## src/rtl/multdiv_iter_if.sv

```systemverilog
// multdiv_iter_if: command/operand and result bundle for the iterative multiply/divide engine
interface multdiv_iter_if #(parameter int WIDTH = 32);
   logic             ctrl_MULT;
   logic             ctrl_DIV;
   logic [WIDTH-1:0] data_operandA;
   logic [WIDTH-1:0] data_operandB;
   logic [WIDTH-1:0] data_result;
   logic             data_exception;
   logic             data_resultRDY;
   logic             busy;

   modport master (
      output ctrl_MULT, ctrl_DIV, data_operandA, data_operandB,
      input  data_result, data_exception, data_resultRDY, busy
   );

   modport slave (
      input  ctrl_MULT, ctrl_DIV, data_operandA, data_operandB,
      output data_result, data_exception, data_resultRDY, busy
   );
endinterface

```

## src/rtl/multdiv_iter.sv

```systemverilog
// multdiv_iter: iterative signed multiply (radix-4 Booth) / divide (non-restoring on magnitudes)
module multdiv_iter #(
   parameter int WIDTH = 32
) (
   input logic        clock,
   input logic        clrn,
   multdiv_iter_if.slave bus
);
   localparam int SW = $clog2(WIDTH) + 1;
   localparam logic [SW-1:0] MUL_LAST = SW'(WIDTH / 2 - 1);
   localparam logic [SW-1:0] DIV_LAST = SW'(WIDTH - 1);
   localparam logic [WIDTH-1:0] MIN_INT = {1'b1, {(WIDTH - 1){1'b0}}};

   typedef enum logic [1:0] {IDLE, MUL, DIV, DONE} state_t;

   state_t             state_q, state_d;
   logic [SW-1:0]      step_q, step_d;
   logic [2*WIDTH-1:0] acc_q, acc_d;
   logic [2*WIDTH-1:0] mcand_q, mcand_d;
   logic [WIDTH-1:0]   mul_q, mul_d;
   logic               qm1_q, qm1_d;
   logic [WIDTH:0]     rem_q, rem_d;
   logic [WIDTH-1:0]   quo_q, quo_d;
   logic [WIDTH-1:0]   dvs_q, dvs_d;
   logic               neg_q, neg_d;
   logic               dz_q, dz_d;
   logic               ovf_q, ovf_d;
   logic               is_div_q, is_div_d;
   logic [WIDTH-1:0]   result_q, result_d;
   logic               exc_q, exc_d;
   logic               rdy_q, rdy_d;
   logic               busy_q, busy_d;

   logic               start_mul, start_div, a_neg, b_neg, b_zero, div_ovf;
   logic [WIDTH-1:0]   a_mag, b_mag;
   logic [2:0]         booth;
   logic [2*WIDTH-1:0] mc2, pp;
   logic [WIDTH:0]     shifted, rem_n;
   logic [WIDTH:0]     prod_hi;

   // MULT takes priority when both commands arrive together
   assign start_mul = bus.ctrl_MULT;
   assign start_div = bus.ctrl_DIV & ~bus.ctrl_MULT;
   assign a_neg     = bus.data_operandA[WIDTH-1];
   assign b_neg     = bus.data_operandB[WIDTH-1];
   assign a_mag     = a_neg ? -bus.data_operandA : bus.data_operandA;
   assign b_mag     = b_neg ? -bus.data_operandB : bus.data_operandB;
   assign b_zero    = bus.data_operandB == '0;
   assign div_ovf   = (bus.data_operandA == MIN_INT) && (&bus.data_operandB);

   // Booth digit from the two low multiplier bits plus the bit shifted out last step
   assign booth = {mul_q[1:0], qm1_q};
   assign mc2   = mcand_q << 1;
   assign pp    = (booth == 3'b001 || booth == 3'b010) ? mcand_q :
                  (booth == 3'b011)                    ? mc2 :
                  (booth == 3'b100)                    ? -mc2 :
                  (booth == 3'b101 || booth == 3'b110) ? -mcand_q : '0;

   // Partial remainder stays within W signed bits, so its top bit can be dropped on shift
   assign shifted = {rem_q[WIDTH-1:0], quo_q[WIDTH-1]};
   assign rem_n   = rem_q[WIDTH] ? shifted + {1'b0, dvs_q} : shifted - {1'b0, dvs_q};

   // Product overflows unless the top W+1 bits are a pure sign extension
   assign prod_hi = acc_q[2*WIDTH-1:WIDTH-1];

   // Next-state, datapath and registered-output logic; any start aborts the current op
   always_comb begin
      state_d  = state_q;
      step_d   = step_q;
      acc_d    = acc_q;
      mcand_d  = mcand_q;
      mul_d    = mul_q;
      qm1_d    = qm1_q;
      rem_d    = rem_q;
      quo_d    = quo_q;
      dvs_d    = dvs_q;
      neg_d    = neg_q;
      dz_d     = dz_q;
      ovf_d    = ovf_q;
      is_div_d = is_div_q;
      result_d = result_q;
      exc_d    = exc_q;
      rdy_d    = 1'b0;
      busy_d   = (state_q == MUL) || (state_q == DIV);
      if (start_mul) begin
         state_d  = MUL;
         step_d   = '0;
         acc_d    = '0;
         mcand_d  = {{WIDTH{a_neg}}, bus.data_operandA};
         mul_d    = bus.data_operandB;
         qm1_d    = 1'b0;
         is_div_d = 1'b0;
         busy_d   = 1'b1;
      end else if (start_div) begin
         state_d  = b_zero ? DONE : DIV;
         step_d   = '0;
         rem_d    = '0;
         quo_d    = a_mag;
         dvs_d    = b_mag;
         neg_d    = a_neg ^ b_neg;
         dz_d     = b_zero;
         ovf_d    = div_ovf;
         is_div_d = 1'b1;
         busy_d   = 1'b1;
      end else begin
         case (state_q)
            MUL: begin
               acc_d   = acc_q + pp;
               mcand_d = mcand_q << 2;
               mul_d   = {{2{mul_q[WIDTH-1]}}, mul_q[WIDTH-1:2]};
               qm1_d   = mul_q[1];
               step_d  = (step_q == MUL_LAST) ? step_q : step_q + SW'(1);
               state_d = (step_q == MUL_LAST) ? DONE : MUL;
            end
            DIV: begin
               rem_d   = rem_n;
               quo_d   = {quo_q[WIDTH-2:0], ~rem_n[WIDTH]};
               step_d  = (step_q == DIV_LAST) ? step_q : step_q + SW'(1);
               state_d = (step_q == DIV_LAST) ? DONE : DIV;
            end
            DONE: begin
               state_d  = IDLE;
               rdy_d    = 1'b1;
               result_d = !is_div_q ? acc_q[WIDTH-1:0] : dz_q ? '0 : neg_q ? -quo_q : quo_q;
               exc_d    = is_div_q ? (dz_q | ovf_q) : !((&prod_hi) || (~|prod_hi));
            end
            default: ;
         endcase
      end
   end

   // Sequencing FSM and datapath registers
   always_ff @(posedge clock or negedge clrn) begin
      if (!clrn) begin
         state_q  <= IDLE;
         step_q   <= '0;
         acc_q    <= '0;
         mcand_q  <= '0;
         mul_q    <= '0;
         qm1_q    <= 1'b0;
         rem_q    <= '0;
         quo_q    <= '0;
         dvs_q    <= '0;
         neg_q    <= 1'b0;
         dz_q     <= 1'b0;
         ovf_q    <= 1'b0;
         is_div_q <= 1'b0;
         result_q <= '0;
         exc_q    <= 1'b0;
         rdy_q    <= 1'b0;
         busy_q   <= 1'b0;
      end else begin
         state_q  <= state_d;
         step_q   <= step_d;
         acc_q    <= acc_d;
         mcand_q  <= mcand_d;
         mul_q    <= mul_d;
         qm1_q    <= qm1_d;
         rem_q    <= rem_d;
         quo_q    <= quo_d;
         dvs_q    <= dvs_d;
         neg_q    <= neg_d;
         dz_q     <= dz_d;
         ovf_q    <= ovf_d;
         is_div_q <= is_div_d;
         result_q <= result_d;
         exc_q    <= exc_d;
         rdy_q    <= rdy_d;
         busy_q   <= busy_d;
      end
   end

   assign bus.data_result    = result_q;
   assign bus.data_exception = exc_q;
   assign bus.data_resultRDY = rdy_q;
   assign bus.busy           = busy_q;
endmodule
```

## src/flat_wrapper.sv

```systemverilog
// flat-port wrapper written by rule: the top's interface ports become plain ports
module multdiv_iter_flat 
#(
   parameter int WIDTH = 32
)
  (clock, clrn, bus_ctrl_MULT, bus_ctrl_DIV, bus_data_operandA, bus_data_operandB, bus_data_result, bus_data_exception, bus_data_resultRDY, bus_busy);
  multdiv_iter_if #(.WIDTH(WIDTH)) bus_i ();
  input logic clock;
  input logic clrn;
  input wire logic [$bits(bus_i.ctrl_MULT)-1:0] bus_ctrl_MULT;
  input wire logic [$bits(bus_i.ctrl_DIV)-1:0] bus_ctrl_DIV;
  input wire logic [$bits(bus_i.data_operandA)-1:0] bus_data_operandA;
  input wire logic [$bits(bus_i.data_operandB)-1:0] bus_data_operandB;
  output wire logic [$bits(bus_i.data_result)-1:0] bus_data_result;
  output wire logic [$bits(bus_i.data_exception)-1:0] bus_data_exception;
  output wire logic [$bits(bus_i.data_resultRDY)-1:0] bus_data_resultRDY;
  output wire logic [$bits(bus_i.busy)-1:0] bus_busy;
  assign bus_i.ctrl_MULT = bus_ctrl_MULT;
  assign bus_i.ctrl_DIV = bus_ctrl_DIV;
  assign bus_i.data_operandA = bus_data_operandA;
  assign bus_i.data_operandB = bus_data_operandB;
  assign bus_data_result = bus_i.data_result;
  assign bus_data_exception = bus_i.data_exception;
  assign bus_data_resultRDY = bus_i.data_resultRDY;
  assign bus_busy = bus_i.busy;
  multdiv_iter #(.WIDTH(WIDTH)) u_core (.clock(clock), .clrn(clrn), .bus(bus_i));
endmodule
```

## config.mk

```make
export PLATFORM = sky130hd
export DESIGN_NAME = multdiv_iter_flat
export DESIGN_NICKNAME = d
export VERILOG_FILES = /design/src/rtl/multdiv_iter_if.sv /design/src/rtl/multdiv_iter.sv /design/src/flat_wrapper.sv
export SDC_FILE = /design/constraint.sdc
export NUM_CORES = 1
export LEC_CHECK = 0
export ABC_AREA = 1
export BUFFER_PORTS_ARGS = -buffer_cell sky130_fd_sc_hd__buf_2
export CAP_MARGIN = 20
export CORE_MARGIN = 8
export CORE_UTILIZATION = 34
export CTS_CLUSTER_SIZE = 8
export DETAILED_ROUTE_END_ITERATION = 10
export SYNTH_ARGS = -nofsm -noshare
export SYNTH_HDL_FRONTEND = slang
export SYNTH_SLANG_ARGS = --single-unit
export TNS_END_PERCENT = 10
```

## constraint.sdc

```tcl
create_clock -name clock -period 4.2 [get_ports clock]
set_clock_uncertainty 0.2 [all_clocks]
set_input_delay 0.63 -clock clock [delete_from_list [all_inputs] [get_ports clock]]
set_output_delay 0.63 -clock clock [all_outputs]
set_load 0.02 [all_outputs]
```

==> results of run 1 <==
## report_power, final
group          total, uW  internal (uW)  switching [uW]
clock network       3510           2000            1500
registers           4120           3470             646
logic               6760           2420            4340
## layer usage
layer,vias to the layer above,track usage,share of wire
li1,14000,-,-
met1,13500,0.334,0.46
met2,1141,0.357,0.43
met3,202,0.0414,0.078
met4,4,0.0747,0.033
met5,-,0,0.00021
## state kept, by name, indices dropped and copies added (netlist names), 2 cells and up
name / cells
u_core.acc_q: 64
u_core.bus.data_result: 32
u_core.dvs_q: 32
u_core.mcand_q: 64
u_core.mul_q: 32
u_core.quo_q: 32
u_core.rem_q: 33
u_core.state_q: 2
u_core.step_q: 6
## worst max-delay path, cell delays in order (launching register included)
cell and delay [ns]:
dfrtp_2 0.46, nor2_2 0.18, nand2_1 0.12, nor2_2 0.17, nand2_1 0.13, nor2_1 0.11
buf_4 0.16, xor2_2 0.18, nor2_1 0.07, a221oi_2 0.22, o21ai_2 0.10, ha_1 0.31
buf_4 0.15, a21oi_1 0.17, o21ai_0 0.14, a21oi_1 0.25, buf_4 0.16, nor2_1 0.04
o21bai_1 0.18, nand3_2 0.15, o21ai_1 0.19, nand2_1 0.07
## area by class of cell
cell class / instances / area [um2]
flip-flops and latches: 305 / 7650
clock buffers: 59 / 1210
repair buffers: 374 / 2630
inverters: 465 / 1750
multi-input cells: 3088 / 16900
fillers: 7987 / 44200
diodes: 2 / 5.00
clock inverters: 5 / 72.6
well taps: 978 / 1220
## through the flow
step            util  setup slack [ns]
2_1_floorplan      -             0.577
3_3_place_gp   0.384            -0.467
3_5_place_dp   0.384            -0.341
4_1_cts        0.401            0.0165
5_1_grt        0.416            -0.132
6_report       0.416             0.175
## layout by cell type, fill, tap and decap left out, types with 26 or more instances in the layout
master	instances
xor2_1	76
nand2_1	903
o211ai_1	50
nand4_1	54
nor4_1	26
a21oi_1	280
nor3_1	38
clkbuf_16	46
buf_4	267
inv_1	443
nor2_2	70
nand3_1	257
buf_2	100
nor2_4	26
o21ai_1	66
ha_1	103
o21ai_0	402
nor2_1	402
nand2_2	26
dfrtp_1	293
## how the worst min path moves through the flow
stage / depth (start not counted) / endpoint / slack [ns]
2_1_floorplan: 0 / u_core.acc_q[0]$_DFFE_PN0P_ / 0.13
3_3_place_gp: 2 / u_core.mul_q[10]$_DFFE_PN0P_ / 0.26
3_5_place_dp: 2 / u_core.dvs_q[25]$_DFFE_PN0P_ / 0.27
4_1_cts: 3 / u_core.mul_q[30]$_DFFE_PN0P_ / 0.12
5_1_grt: 3 / u_core.mul_q[30]$_DFFE_PN0P_ / 0.14
6_report: 3 / u_core.mul_q[30]$_DFFE_PN0P_ / 0.16
## cells by family after synthesis
kind of cell | after synthesis | synth area share
adders and majority gates | 123 | 0.0600
xor gates and xnor gates | 92 | 0.0311
buffers and inverters | 600 | 0.0890
DFF | 305 | 0.295
AOI/OAI and AO/OA | 1000 | 0.217
and+or+nand+nor | 1873 | 0.309
## repair_timing
item | in CTS | in global routing
resized for setup | 8 | 274
setup endpoints to repair | 23 | 51
pin swaps | 1 | 38
hold buffers | 1 | 0
buffers inserted | 2 | 24
endpoints found under the hold margin | 80 | 0
==> impl_metrics.tcl, run 1 <==
set metrics [dict create \
    hold_ws_ns 0.156 \
    cp_data_arrival_time_ns 4.32 \
    hp-class "in -> reg" \
    antenna_left 0 \
    final-instance-count-excl-fill 5276 \
    yosys_most_used_dff "dfrtp_1" \
    worstSkewPairLatency_ns 0.60 \
    rsz0062_at_grt "yes" \
    htreeDepth 2 \
    clk_pin_slew_ns 0.06 \
    cts_root_buffer "clkbuf_16" \
    reg2reg_to "u_core.acc_q[49]$_DFFE_PN0P_" \
    final.period_utilization 0.958 \
    io_pins 103 \
    netlist_top_cells_count "nand2_1, nor2_1, inv_1" \
    required_ns 4.49 \
    yosys.cell_types.count 62 \
    coreArea_mm2 0.0757 \
    first_pass_iters 6 \
    startpoint "u_core.mcand_q[17]$_DFFE_PN0P_" \
    layout.nets 4471 \
    cts_sinks 305 \
    cts_made_buffers 46 \
    synth-seq-area-share 0.295 \
    tns_ns 0 \
    portBuffers 102 \
    grt_max_degree 85 \
    vias 28800 \
    min_period_ns 4.02 \
    synth_top_area_frac 0.295 \
    post-synth-top-count-cell "nand2_1" \
    reg2reg_from "u_core.mcand_q[17]$_DFFE_PN0P_" \
    grt_pass1_vias 26700 \
    postSynthCellCount 3993 \
    cts_tree "done" \
    maxSlewHeadroom 0.301 \
    post_route_cells_drive_above_1_share 0.164 \
    yosysTopAreaCell "dfrtp_1" \
    globalplace.congestion 0.971 \
    rows 101 \
    drc 0 \
    fin_area_mm2 0.0315 \
    worstPathMaxFanout 5 \
    power_density_mw_per_mm2 457 \
    worst_slew_pin_slew_ns 1.05 \
    ys_ff_latch 305 \
    p_total_uw 14400 \
    vdd_drop_max_uv 286 \
    synth_warnings 0 \
    gr-total-overflow 0 \
    die_y_um 292 \
    cp-end-kind "flop" \
    dp_hpwl_um 80500 \
    dieWidth_um 292 \
    max_freq_mhz 248 \
    syn_area_mm2 0.0259 \
    avgViaCountPerCell 5.46 \
    critPathKind "reg -> reg" \
    postSynthAreaPerCell_um2 6.49 \
    rr_worst_depth 21 \
    leakage_uw 0.0145 \
    antenna_found_initial 4 \
    initial_utilization 0.342 \
    status "finished clean" \
    worstHoldStart "bus_data_operandB[30]" \
    drt-total-wl_um 104000 \
    setup_viol 0 \
    wire_per_inst_um 19.7 \
    synthesis.nets 4184 \
    dieArea_mm2 0.0853 \
    clk_path_buf_depth 3 \
    dpl_cell_area_mm2 0.0291 \
    synthTopCellsByArea "dfrtp_1, nand2_1, o21ai_0, nor2_1, inv_1" \
    async_reset_ff_frac 1.00 \
    r2r_slack_ns 0.18 \
    grt_pass1_wl_um 159000 \
    drt_iter0_drc 2794 \
    syn2layout_area_growth_pct 21.5 \
    critPathCapture "u_core.acc_q[49]$_DFFE_PN0P_" \
    drv_slew 0 \
    synth_edf_count 0 \
    grt_usage 0.234 \
    startpoint_type "flop" \
    hold_violations 0 \
    dp_cells 5183 \
    cap_violations 0 \
]
Note: power is estimated with default switching activity, not from simulation.
==> run 2, diff against run 1 <==
==> constraint.sdc (replaced) <==
create_clock -name clock -period 4.85 [get_ports clock]
set_clock_uncertainty 0.2 [all_clocks]
set_input_delay 0.7275 -clock clock [delete_from_list [all_inputs] [get_ports clock]]
set_output_delay 0.7275 -clock clock [all_outputs]
set_load 0.02 [all_outputs]
==> run 2 against run 1 <==
Via count is 3.3% lower. Setup slack better by 0.052 ns. Utilization fell by 3.3 points. Final area decreased by 7.9%. Sequential power down 14%. Die area did not move. Wire length shrank 3.3%. Sequential cell count unchanged. Clock power down 11%. Cell count down 4.2%. Worst hold slack improved by 0.067 ns.
==> impl_metrics.tcl, run 2 (synthesis results as in run 1) <==
set metrics [dict create \
    cp.buffers_inverters 3 \
    dp_hpwl_um 78100 \
    max_freq_mhz 216 \
    top_regs "u_core.acc_q: 64 flops, u_core.mcand_q: 64 flops, u_core.rem_q: 33 flops" \
    critPathKind "reg -> reg" \
    avgViaCountPerCell 5.52 \
    cp_cell_sequence "inv_1 -> ha_1 -> nand3_4 -> nor2_8 -> nand3_1 -> inv_1 -> nand2_1 -> nor2_2 -> nand2_1 -> nand3_1 -> o2111ai_1 -> ha_1 -> inv_1 -> o21ai_0 -> a21oi_1 -> o21ai_0 -> a21oi_1 -> nor3_1 -> nor2_1 -> nand2_1 -> nand2_1 -> nand3_1 -> nand2_1" \
    grt_max_degree 81 \
    cts_tree "done" \
    leakage_uw 0.0134 \
    antenna_found_initial 1 \
    cts_sinks 305 \
    min_period_ns 4.62 \
    cp-end-kind "flop" \
    reg2reg_from "u_core.mcand_q[0]$_DFFE_PN0P_" \
    drt-total-wl_um 101000 \
    layout.nets 4252 \
    grt_usage 0.229 \
    vias 27900 \
    worstPathMaxFanout 7 \
    htreeDepth 2 \
    dpl_cell_area_mm2 0.0276 \
    die_y_um 292 \
    antenna_cells 0 \
    cpMostUsedCell "nand2_1" \
    vdd_drop_max_uv 264 \
    dieWidth_um 292 \
    gr-total-overflow 0 \
    busiest_layer "met2" \
    met1_usage 0.333 \
    startpoint_type "flop" \
    cts_root_buffer "clkbuf_16" \
    clk_pin_slew_ns 0.05 \
    fin_area_mm2 0.0290 \
    status "finished clean" \
    hold_violations 0 \
    hp-class "in -> reg" \
    coreArea_mm2 0.0757 \
    fillerInstances 8205 \
    antenna_left 0 \
    drv_slew 0 \
    grt_use_met3 0.0330 \
    cap_violations 0 \
    cts_made_buffers 46 \
    worstSkewPairLatency_ns 0.62 \
    layout_common_cells "nand2_1, nor2_1, inv_1, o21ai_0, dfrtp_1" \
    grt_pass1_vias 25700 \
    drc 0 \
    final.period_utilization 0.953 \
    globalplace.congestion 1.03 \
    post_route_cells_drive_above_1_share 0.0726 \
    cpLargestDelayFamily "simple AND/OR/NAND/NOR gates" \
    startpoint "u_core.mcand_q[0]$_DFFE_PN0P_" \
    cp_data_arrival_time_ns 4.92 \
    grt_util_met2 0.350 \
    worst_slew_pin_slew_ns 1.05 \
    portBuffers 102 \
    maxSlewHeadroom 0.303 \
    grt_pass1_wl_um 156000 \
    io_pins 103 \
    worstHoldStart "bus_data_operandB[27]" \
    crit_slowest_cell "ha_1" \
    utilization 0.383 \
    initial_utilization 0.342 \
    dieArea_mm2 0.0853 \
    rows 101 \
    cpPeakStageDelay_ns 0.44 \
    power_density_mw_per_mm2 403 \
    drt_iter0_drc 2811 \
    wire_per_inst_um 19.9 \
    first_pass_iters 8 \
    final_common_cell "nand2_1" \
    clk_path_buf_depth 3 \
    required_ns 5.15 \
    rsz0062_at_grt "yes" \
    syn2layout_area_growth_pct 11.9 \
    setup_viol 0 \
]
==> run 2: changes by cell type in the layout (fill, tap and decap cells not counted), sizes merged <==
cell | previous run | this run
clkbuf | 59 | 56
inv | 461 | 460
bufinv | 0 | 1
diode | 2 | 0
buf | 373 | 154
clkinv | 9 | 10
==> run 2: area by class of cell <==
cell class / instances / area, um2 / area share
clock buffers: 56 / 1220 / 0.0420
inverters: 465 / 1750 / 0.0602
repair buffers: 155 / 961 / 0.0332
well taps: 978 / 1220 / 0.0422
clock inverters: 6 / 120 / 0.00414
multi-input cells: 3088 / 16100 / 0.555
flip-flops and latches: 305 / 7630 / 0.263
==> run 2: metrics by stage <==
step           setup TNS, ns  total power (uW)  hold WS (ns)  setup slack, ns  cells
6_report                   0             11700         0.223            0.227   5053
5_1_grt            -0.000692             12500         0.229        -0.000692   5053
4_1_cts                    0             11700         0.195            0.177   5052
3_5_place_dp               0              8490         0.271            0.173   4989
3_3_place_gp               0              8480         0.262           0.0401   4989
2_1_floorplan              0              6730         0.232             1.23   3993
==> run 2: timing repair <==
| item | CTS | global route |
|---|---|---|
| hold endpoints to repair | 76 | 0 |
| resized for setup | 0 | 13 |
| setup endpoints to repair | 0 | 13 |
| buffers inserted | 0 | 1 |
| hold buffers | 1 | 0 |
==> run 2: per-layer routing <==
| layer | vias up | share of wire |
|---|---|---|
| met5 | - | 0 |
| met3 | 154 | 0.076 |
| li1 | 13500 | - |
| met2 | 1128 | 0.43 |
| met4 | 0 | 0.029 |
| met1 | 13100 | 0.47 |
==> run 2: where the power goes <==
part | total [uW] | switching [uW] | internal [uW]
combinational | 5030 | 3490 | 1550
clock | 3110 | 1290 | 1810
sequential | 3530 | 530 | 3000
==> run 2: final timing paths <==
check | to | slack (ns) | cells past startpoint
setup / recovery | u_core.acc_q[62]$_DFFE_PN0P_ | 0.23 | 23
hold / removal | u_core.dvs_q[27]$_DFFE_PN0P_ | 0.22 | 3
setup reg to reg | u_core.acc_q[62]$_DFFE_PN0P_ | 0.23 | 23
hold reg to reg | u_core.bus.data_exception$_DFFE_PN0P_ | 0.28 | 2
max in group asynchronous | u_core.bus.data_result[11]$_DFFE_PN0P_ | 2.96 | 3
min in group asynchronous | u_core.rem_q[8]$_DFFE_PN0P_ | 0.49 | 2
==> run 2: worst reg2reg max path: cells and delay by family (launching register included) <==
kind / cells / cell delay, ns
and+or+nand+nor: 13 / 1.76
AOI/OAI and AO/OA: 5 / 1.12
buffers and inverters: 3 / 0.39
DFF: 1 / 0.39
adders and majority gates: 2 / 0.69
